## src/rtl/div_pkg.sv

```systemverilog
// Shared types and constants for the multi-cycle integer divider.
// Widths are fixed at 32-bit operands and a 64-bit {remainder, quotient} result.
package div_pkg;

    localparam int REG_W  = 32;
    localparam int DREG_W = 64;

    typedef enum logic [1:0] {
        DIV_FREE    = 2'b00,
        DIV_BY_ZERO = 2'b01,
        DIV_ON      = 2'b10,
        DIV_END     = 2'b11
    } div_state_t;

    localparam logic DIV_RESULT_READY     = 1'b1;
    localparam logic DIV_RESULT_NOT_READY = 1'b0;
    localparam logic DIV_START            = 1'b1;
    localparam logic DIV_STOP             = 1'b0;

    localparam logic [5:0] DIV_ITERS = 6'd32;

    // Magnitude of a 32-bit value, taken only when it is to be read as signed.
    function automatic logic [REG_W-1:0] abs_if(input logic [REG_W-1:0] v,
                                                 input logic             is_signed);
        return (is_signed && v[REG_W-1]) ? (~v + 1'b1) : v;
    endfunction

endpackage

```

## src/rtl/div.sv

```systemverilog
// Restoring shift-subtract divider: one quotient bit per clock, 33-cycle latency.
// Produces {remainder, quotient}; signed mode truncates toward zero.
module div
    import div_pkg::*;
(
    input  logic              clk,
    input  logic              rst,
    input  logic              signed_div_i,
    input  logic [REG_W-1:0]  opdata1_i,
    input  logic [REG_W-1:0]  opdata2_i,
    input  logic              start_i,
    input  logic              annul_i,
    output logic [DREG_W-1:0] result_o,
    output logic              ready_o
);

    div_state_t        state_q, state_d;
    logic [5:0]        cnt_q, cnt_d;
    logic [REG_W-1:0]  rem_q, rem_d;
    logic [REG_W-1:0]  quo_q, quo_d;
    logic [REG_W-1:0]  dvsr_q, dvsr_d;
    logic              q_neg_q, q_neg_d;
    logic              r_neg_q, r_neg_d;
    logic [DREG_W-1:0] final_q, final_d;
    logic [DREG_W-1:0] result_d;
    logic              ready_d;

    // One restoring step: bring in the next dividend bit, keep the difference if non-negative.
    logic [REG_W:0]    shifted;
    logic [REG_W:0]    diff;
    logic              q_bit;

    assign shifted = {rem_q, quo_q[REG_W-1]};
    assign diff    = shifted - {1'b0, dvsr_q};
    assign q_bit   = ~diff[REG_W];

    always_comb begin
        // NOTE: every signal gets a default first so no path through the case can infer a latch.
        state_d  = state_q;
        cnt_d    = cnt_q;
        rem_d    = rem_q;
        quo_d    = quo_q;
        dvsr_d   = dvsr_q;
        q_neg_d  = q_neg_q;
        r_neg_d  = r_neg_q;
        final_d  = final_q;
        result_d = result_o;
        ready_d  = ready_o;

        case (state_q)
            DIV_FREE: begin
                result_d = '0;
                ready_d  = DIV_RESULT_NOT_READY;
                if (start_i == DIV_START && !annul_i) begin
                    if (opdata2_i == '0) begin
                        state_d = DIV_BY_ZERO;
                    end else begin
                        state_d = DIV_ON;
                        cnt_d   = '0;
                        rem_d   = '0;
                        quo_d   = abs_if(opdata1_i, signed_div_i);
                        dvsr_d  = abs_if(opdata2_i, signed_div_i);
                        q_neg_d = signed_div_i & (opdata1_i[REG_W-1] ^ opdata2_i[REG_W-1]);
                        r_neg_d = signed_div_i & opdata1_i[REG_W-1];
                    end
                end
            end

            DIV_BY_ZERO: begin
                state_d = DIV_END;
                final_d = '0;
            end

            DIV_ON: begin
                if (annul_i) begin
                    state_d = DIV_FREE;
                end else if (cnt_q != DIV_ITERS) begin
                    rem_d = q_bit ? diff[REG_W-1:0] : shifted[REG_W-1:0];
                    quo_d = {quo_q[REG_W-2:0], q_bit};
                    cnt_d = cnt_q + 6'd1;
                end else begin
                    final_d[DREG_W-1:REG_W] = r_neg_q ? (~rem_q + 1'b1) : rem_q;
                    final_d[REG_W-1:0]      = q_neg_q ? (~quo_q + 1'b1) : quo_q;
                    result_d = final_d;
                    ready_d  = DIV_RESULT_READY;
                    state_d  = DIV_END;
                end
            end

            DIV_END: begin
                if (start_i == DIV_START) begin
                    result_d = final_q;
                    ready_d  = DIV_RESULT_READY;
                end else begin
                    state_d  = DIV_FREE;
                    result_d = '0;
                    ready_d  = DIV_RESULT_NOT_READY;
                end
            end

            default: begin
                state_d  = DIV_FREE;
                result_d = '0;
                ready_d  = DIV_RESULT_NOT_READY;
            end
        endcase
    end

    // NOTE: state is updated with non-blocking assignments so every register samples pre-edge values.
    always_ff @(posedge clk or posedge rst) begin
        if (rst) begin
            state_q  <= DIV_FREE;
            cnt_q    <= '0;
            rem_q    <= '0;
            quo_q    <= '0;
            dvsr_q   <= '0;
            q_neg_q  <= 1'b0;
            r_neg_q  <= 1'b0;
            final_q  <= '0;
            result_o <= '0;
            ready_o  <= DIV_RESULT_NOT_READY;
        end else begin
            state_q  <= state_d;
            cnt_q    <= cnt_d;
            rem_q    <= rem_d;
            quo_q    <= quo_d;
            dvsr_q   <= dvsr_d;
            q_neg_q  <= q_neg_d;
            r_neg_q  <= r_neg_d;
            final_q  <= final_d;
            result_o <= result_d;
            ready_o  <= ready_d;
        end
    end

endmodule

```

## config.mk

```make
export PLATFORM = sky130hd
export DESIGN_NAME = div
export DESIGN_NICKNAME = d
export VERILOG_FILES = /design/src/rtl/div_pkg.sv /design/src/rtl/div.sv
export SDC_FILE = /design/constraint.sdc
export NUM_CORES = 1
export LEC_CHECK = 0
export BUFFER_PORTS_ARGS = -buffer_cell sky130_fd_sc_hd__buf_2
export CORE_ASPECT_RATIO = 0.7
export CORE_MARGIN = 2
export CORE_UTILIZATION = 55
export DETAILED_ROUTE_END_ITERATION = 7
export PLACE_DENSITY = 0.8
export SLEW_MARGIN = 10
export SYNTH_ARGS = -nofsm -noshare
export SYNTH_HDL_FRONTEND = slang
export SYNTH_SLANG_ARGS = --single-unit
```

## constraint.sdc

```tcl
create_clock -name clk -period 8.1 [get_ports clk]
set_input_delay 1.215 -clock clk [delete_from_list [all_inputs] [get_ports clk]]
set_output_delay 1.215 -clock clk [all_outputs]
set_load 0.05 [all_outputs]
```

Yosys cells after proc, flatten, opt, wreduce, memory -nomap -nowiden
Cells that the tools add are included.
{"block": "word_totals", "regBits": 235, "latch_bits": 0, "ramBits": 0, "rom_bits": 0, "in_bits": 69, "output_inout_bits": 65, "wordCells": 85, "n_memories": 0}
{"block": "classes", "n_addsub": 6, "n_mul": 0, "n_div": 0, "n_lt_le_gt_ge": 0, "eq_ne": 11, "shift": 0, "n_mux": 35, "bitwise": 9, "n_reduce_logical": 14}
{"cell": "2-to-1 mux 32 bit", "n": 13}
{"cell": "2-to-1 mux 64 bit", "n": 3}
{"cell": "one-hot mux 64 bit (3 select lines)", "n": 1}
{"cell": "adder 32 x 1 -> 32 bit, second input constant", "n": 4}
{"cell": "NOT 32 bit", "n": 4}
{"cell": "one-hot mux 32 bit (2 select lines)", "n": 2}
{"cell": "one-hot mux 64 bit (2 select lines)", "n": 1}
{"cell": "subtractor 33 x 32 -> 33 bit", "n": 1}
{"cell": "zero test 32 bit", "n": 1}
{"cell": "2-to-1 mux 6 bit", "n": 4}
{"cell": "!= test 2 bit, second input constant", "n": 6}
{"cell": "one-hot mux 6 bit (2 select lines)", "n": 1}
{"cell": "AND reduction 3 bit", "n": 4}
{"cell": "2-to-1 mux 2 bit", "n": 5}
{"cell": "one-hot mux 2 bit (4 select lines)", "n": 1}
{"cell": "adder 6 x 1 -> 6 bit, second input constant", "n": 1}
{"cell": "!= test 6 bit, second input constant", "n": 1}
{"cell": "AND reduction 5 bit", "n": 1}
{"cell": "equality test 2 bit, second input constant", "n": 2}
{"cell": "nonzero test 2 bit", "n": 2}
{"cell": "logical AND 1 bit", "n": 3}
{"cell": "2-to-1 mux 1 bit", "n": 3}
{"cell": "!= test 3 bit, second input constant", "n": 1}
{"cell": "one-hot mux 1 bit (3 select lines)", "n": 1}
{"cell": "7 further kinds", "n": 9}

Logic depth before layout (Yosys ltp)
{"block": "depth", "word_depth": 6, "mapped_depth": 13, "depth_no_buf": 12}

Least setup slack after synthesis
OpenSTA, ideal clock, no wires.
{"block": "synth_timing", "path_kind": "input to register", "startpoint": "input opdata2_i[21]", "endpoint": "register rem_q[31]", "setup_time_ps": 120, "arrival_time_ps": 3356, "t_required_ps": 7980, "setup_slack_ps": 4624, "stages": 9, "path_buffers": 0, "path_cell_list": "or3_1 -> or3_1 -> nor2_1 -> a311oi_1 -> o21ai_1 -> nor2_1 -> mux2_2 -> a32o_1 -> a31o_2"}
{"block": "synth_via", "elab_chain_len": 3}
{"element": "start: declaration", "line_no": "div.sv:10", "rtl": "input logic [REG_W-1:0] opdata2_i,"}
{"element": "zero test 32 bit", "line_no": "div.sv:55", "rtl": "if (opdata2_i == '0) begin"}
{"element": "!= test 2 bit (no line)"}
{"element": "AND reduction 5 bit (no line)"}
{"element": "end signal: assignment", "line_no": "div.sv:125", "rtl": "rem_q <= rem_d;"}
{"element": "end: declaration", "line_no": "div.sv:19", "rtl": "logic [REG_W-1:0] rem_q, rem_d;"}
No other way between the ends.
A chain may end at the register's enable or synchronous reset.

Final worst setup path
{"block": "layout_timing", "startpoint": "input opdata2_i[17]", "endpoint": "register cnt_q[4]"}
{"block": "layout_via", "elab_chain_len": 3}
{"element": "zero test 32 bit", "line_no": "div.sv:55"}
{"element": "!= test 2 bit (no line)"}
{"element": "AND reduction 5 bit (no line)"}
{"element": "end signal: assignment", "line_no": "div.sv:124", "rtl": "cnt_q <= cnt_d;"}
{"element": "end: declaration", "line_no": "div.sv:18", "rtl": "logic [5:0] cnt_q, cnt_d;"}
No other way between the ends.

==> flow_summary.json <==
{
  "dp_hpwl_um": 27800,
  "crit_type": "primary input to flop",
  "rows": 49,
  "ys_ff_latch": 235,
  "yosysTopAreaCellShare_pct": 41.5,
  "wl_per_cell_um": 18.6,
  "fin_crit_ns": 4.42,
  "status": "finished clean",
  "synth_edf_count": 0,
  "endpoint": "cnt_q[4]",
  "critPathLaunch": "opdata2_i[17]",
  "portBuffers": 133,
  "tns_ns": 0,
  "p_leak_nw": 7.56,
  "seqPwrFrac_pct": 29.6,
  "rsz0062_at_grt": "no",
  "cp.arrival_ns": 4.80,
  "htree_levels": 1,
  "cts_tree": "built",
  "antenna_found_initial": 1,
  "crit_fanout": 80,
  "fin_nets": 1823,
  "cap_viol_max_count": 0,
  "yosysTopAreaCell": "dfrtp_1",
  "die_w_um": 196,
  "post_cts_buffers": 0,
  "clkLatencyLatePin_ns": 0.54,
  "power_mw": 6.83,
  "cts_buffers": 24,
  "gp_congestion": 0.927,
  "hold_path_class": "flop to flop",
  "grt_pass1_vias": 11500,
  "final-hold-violation-count": 0,
  "dieArea_um2": 27100,
  "power_switching_mw": 3.35,
  "io_pins": 134,
  "synth-async-reset-ratio_pct": 100,
  "synthCells": 1632,
  "reg2reg_from": "quo_q[31]",
  "slew_viol_final": 0,
  "netlist_top_cells_count": "nand2_1 (240), dfrtp_1 (235), o21ai_0 (192), a21oi_1 (152), nor2_1 (112)",
  "synth_fp_nets": 1744,
  "tightestPinTransition_ns": 1.23,
  "slew_headroom_pct": 18.2,
  "postRouteAntennaNets": 0,
  "powerDensity_nw_per_um2": 432,
  "reg2reg_depth": 13,
  "grt_use_total_pct": 27.8,
  "hold_buffers": 0,
  "r2r_end": "rem_q[25]",
  "worstPathRequired_ns": 8.48,
  "syn_area_um2": 14200,
  "firstDrtPassIters": 6,
  "synth.most_common_cell": "nand2_1",
  "area_delta_synth_final_pct": 11.7,
  "fin_util_pct": 62.1,
  "cts_sinks": 235,
  "pwr-share-comb_pct": 53.8,
  "p_clk_share_pct": 16.6,
  "setup_viol": 0,
  "yosys.cell_types.count": 73,
  "ir_drop_uv": 270,
  "postSynthAreaPerCell_um2": 8.68,
  "initial_core_util_pct": 55.6,
  "fin_crit_sh_pct": 54.6,
  "yosys-top-cells-area": "dfrtp_1 (41%), o21ai_0 (6.8%), nand2_1 (6.4%)",
  "drive_above_1_share_pct": 13.8,
  "seq_area_frac_synth_pct": 41.5,
  "critPathLaunchType": "primary input",
  "overflow": 0,
  "clockRootBuffer": "clkbuf_16",
  "core_um2": 25500,
  "fmax_mhz": 226,
  "die_y_um": 138,
  "grt_max_degree": 120,
  "r2r_slack_ns": 3.81,
  "grt_pass1_wl_um": 61500,
  "cts_resized": 0,
  "synth-main-ff-cell": "dfrtp_1",
  "diodes": 0,
  "fin_skew_ns": 0.0233,
  "drt_iter0_markers": 1383,
  "clockBufferDepth": 3,
  "viasPerCell": 6.11,
  "path_clk_slew_ns": 0.06,
  "swShare_pct": 49.0,
  "cell_internal_pwr_mw": 3.49,
  "end_kind": "flop",
  "finalWirelength_um": 38400,
  "num_vias": 12600,
  "drcViolationCount": 0,
  "synth_warnings": 0
}
==> layer usage <==
metal | vias to the layer above | wire length [um] | global-route usage [%] | share of wire, %
met2 | 549 | 16100 | 38.9 | 42
met4 | 2 | 686 | 5.62 | 1.8
li1 | 5910 | - | - | -
met5 | - | 16 | 0 | 0.042
met1 | 6072 | 18100 | 45.2 | 47
met3 | 57 | 3470 | 4.46 | 9.0
==> flip-flops by register name (all words and copies together) (netlist names) <==
name      count
rem_q        32
q_neg_q       1
r_neg_q       1
quo_q        32
ready_o       1
dvsr_q       32
result_o     64
cnt_q         6
state_q       2
final_q      64
==> worst max-delay path, stage by stage <==
cell      delay, ns
buf_2          0.13
nor4_1         0.72
nand2_1        0.13
nor4_1         0.55
a311oi_1       0.30
o21ai_4        0.64
buf_4          0.67
nor3_1         0.13
a21oi_1        0.16
o21ai_0        0.11
==> cells by family after synthesis <==
family          Yosys count  synth area share [%]
flops                   235                  41.5
mux                      49                  3.69
buf+inv                 149                  4.20
compound gates          501                  21.5
simple gates            514                  16.5
fa+ha+maj                43                  3.85
xor+xnor                141                  8.77
==> how the worst min path moves through the flow <==
stage	from	end	slack, ns	cells after the start
floorplan	final_q[13]	final_q[13]	0.44	2
global placement	final_q[7]	final_q[7]	0.45	2
detailed placement	final_q[20]	final_q[20]	0.46	2
CTS	final_q[13]	final_q[13]	0.47	2
global route	final_q[35]	final_q[35]	0.48	2
finish	final_q[13]	final_q[13]	0.47	2
==> cells in the final DEF (no fill, tap or decap), types with 13 or more instances in the layout <==
cell         n
a21o_1      24
a21oi_1    151
a221o_1     13
a22oi_1     22
and2_1      16
buf_2      133
clkbuf_16   24
dfrtp_1    235
ha_1        41
inv_1       56
mux2_2      26
mux2i_1     23
nand2_1    240
nand2b_1    15
nand3_1     30
nor2_1     111
nor3_1      25
o21ai_0    191
o31ai_1     34
or3_1       19
xnor2_1     60
xor2_1      80
==> metrics by stage <==
stage / instances / hold WS (ns) / worst slack, ns / area [um^2]
CTS: 2059 / 0.471 / 3.72 / 15800
global route: 2059 / 0.485 / 3.38 / 15800
finish: 2059 / 0.471 / 3.68 / 15800
global placement: 2016 / 0.449 / 3.31 / 15000
detailed placement: 2016 / 0.457 / 3.20 / 15000
floorplan: 1632 / 0.439 / 0.439 / 14200
==> power groups by stage <==
| stage | clock, mW | combinational (mW) | sequential (mW) |
|---|---|---|---|
| final | 1.13 | 3.68 | 2.02 |
| after detailed placement | 0 | 3.61 | 2.03 |
| after floorplan | 0 | 2.52 | 2.18 |
| after global routing | 1.19 | 4.02 | 2.07 |
| after global placement | 0 | 3.51 | 2.01 |
| after CTS | 1.14 | 3.64 | 2.01 |
==> area by class of cell <==
type | instances | area, um^2
multi-input cells | 1248 | 7760
repair buffers | 144 | 748
clock buffers | 30 | 663
inverters | 58 | 225
well taps | 331 | 414
fillers | 2192 | 9680
flip-flops and latches | 235 | 5880
clock inverters | 13 | 138
(Power assumes the default switching activity.)
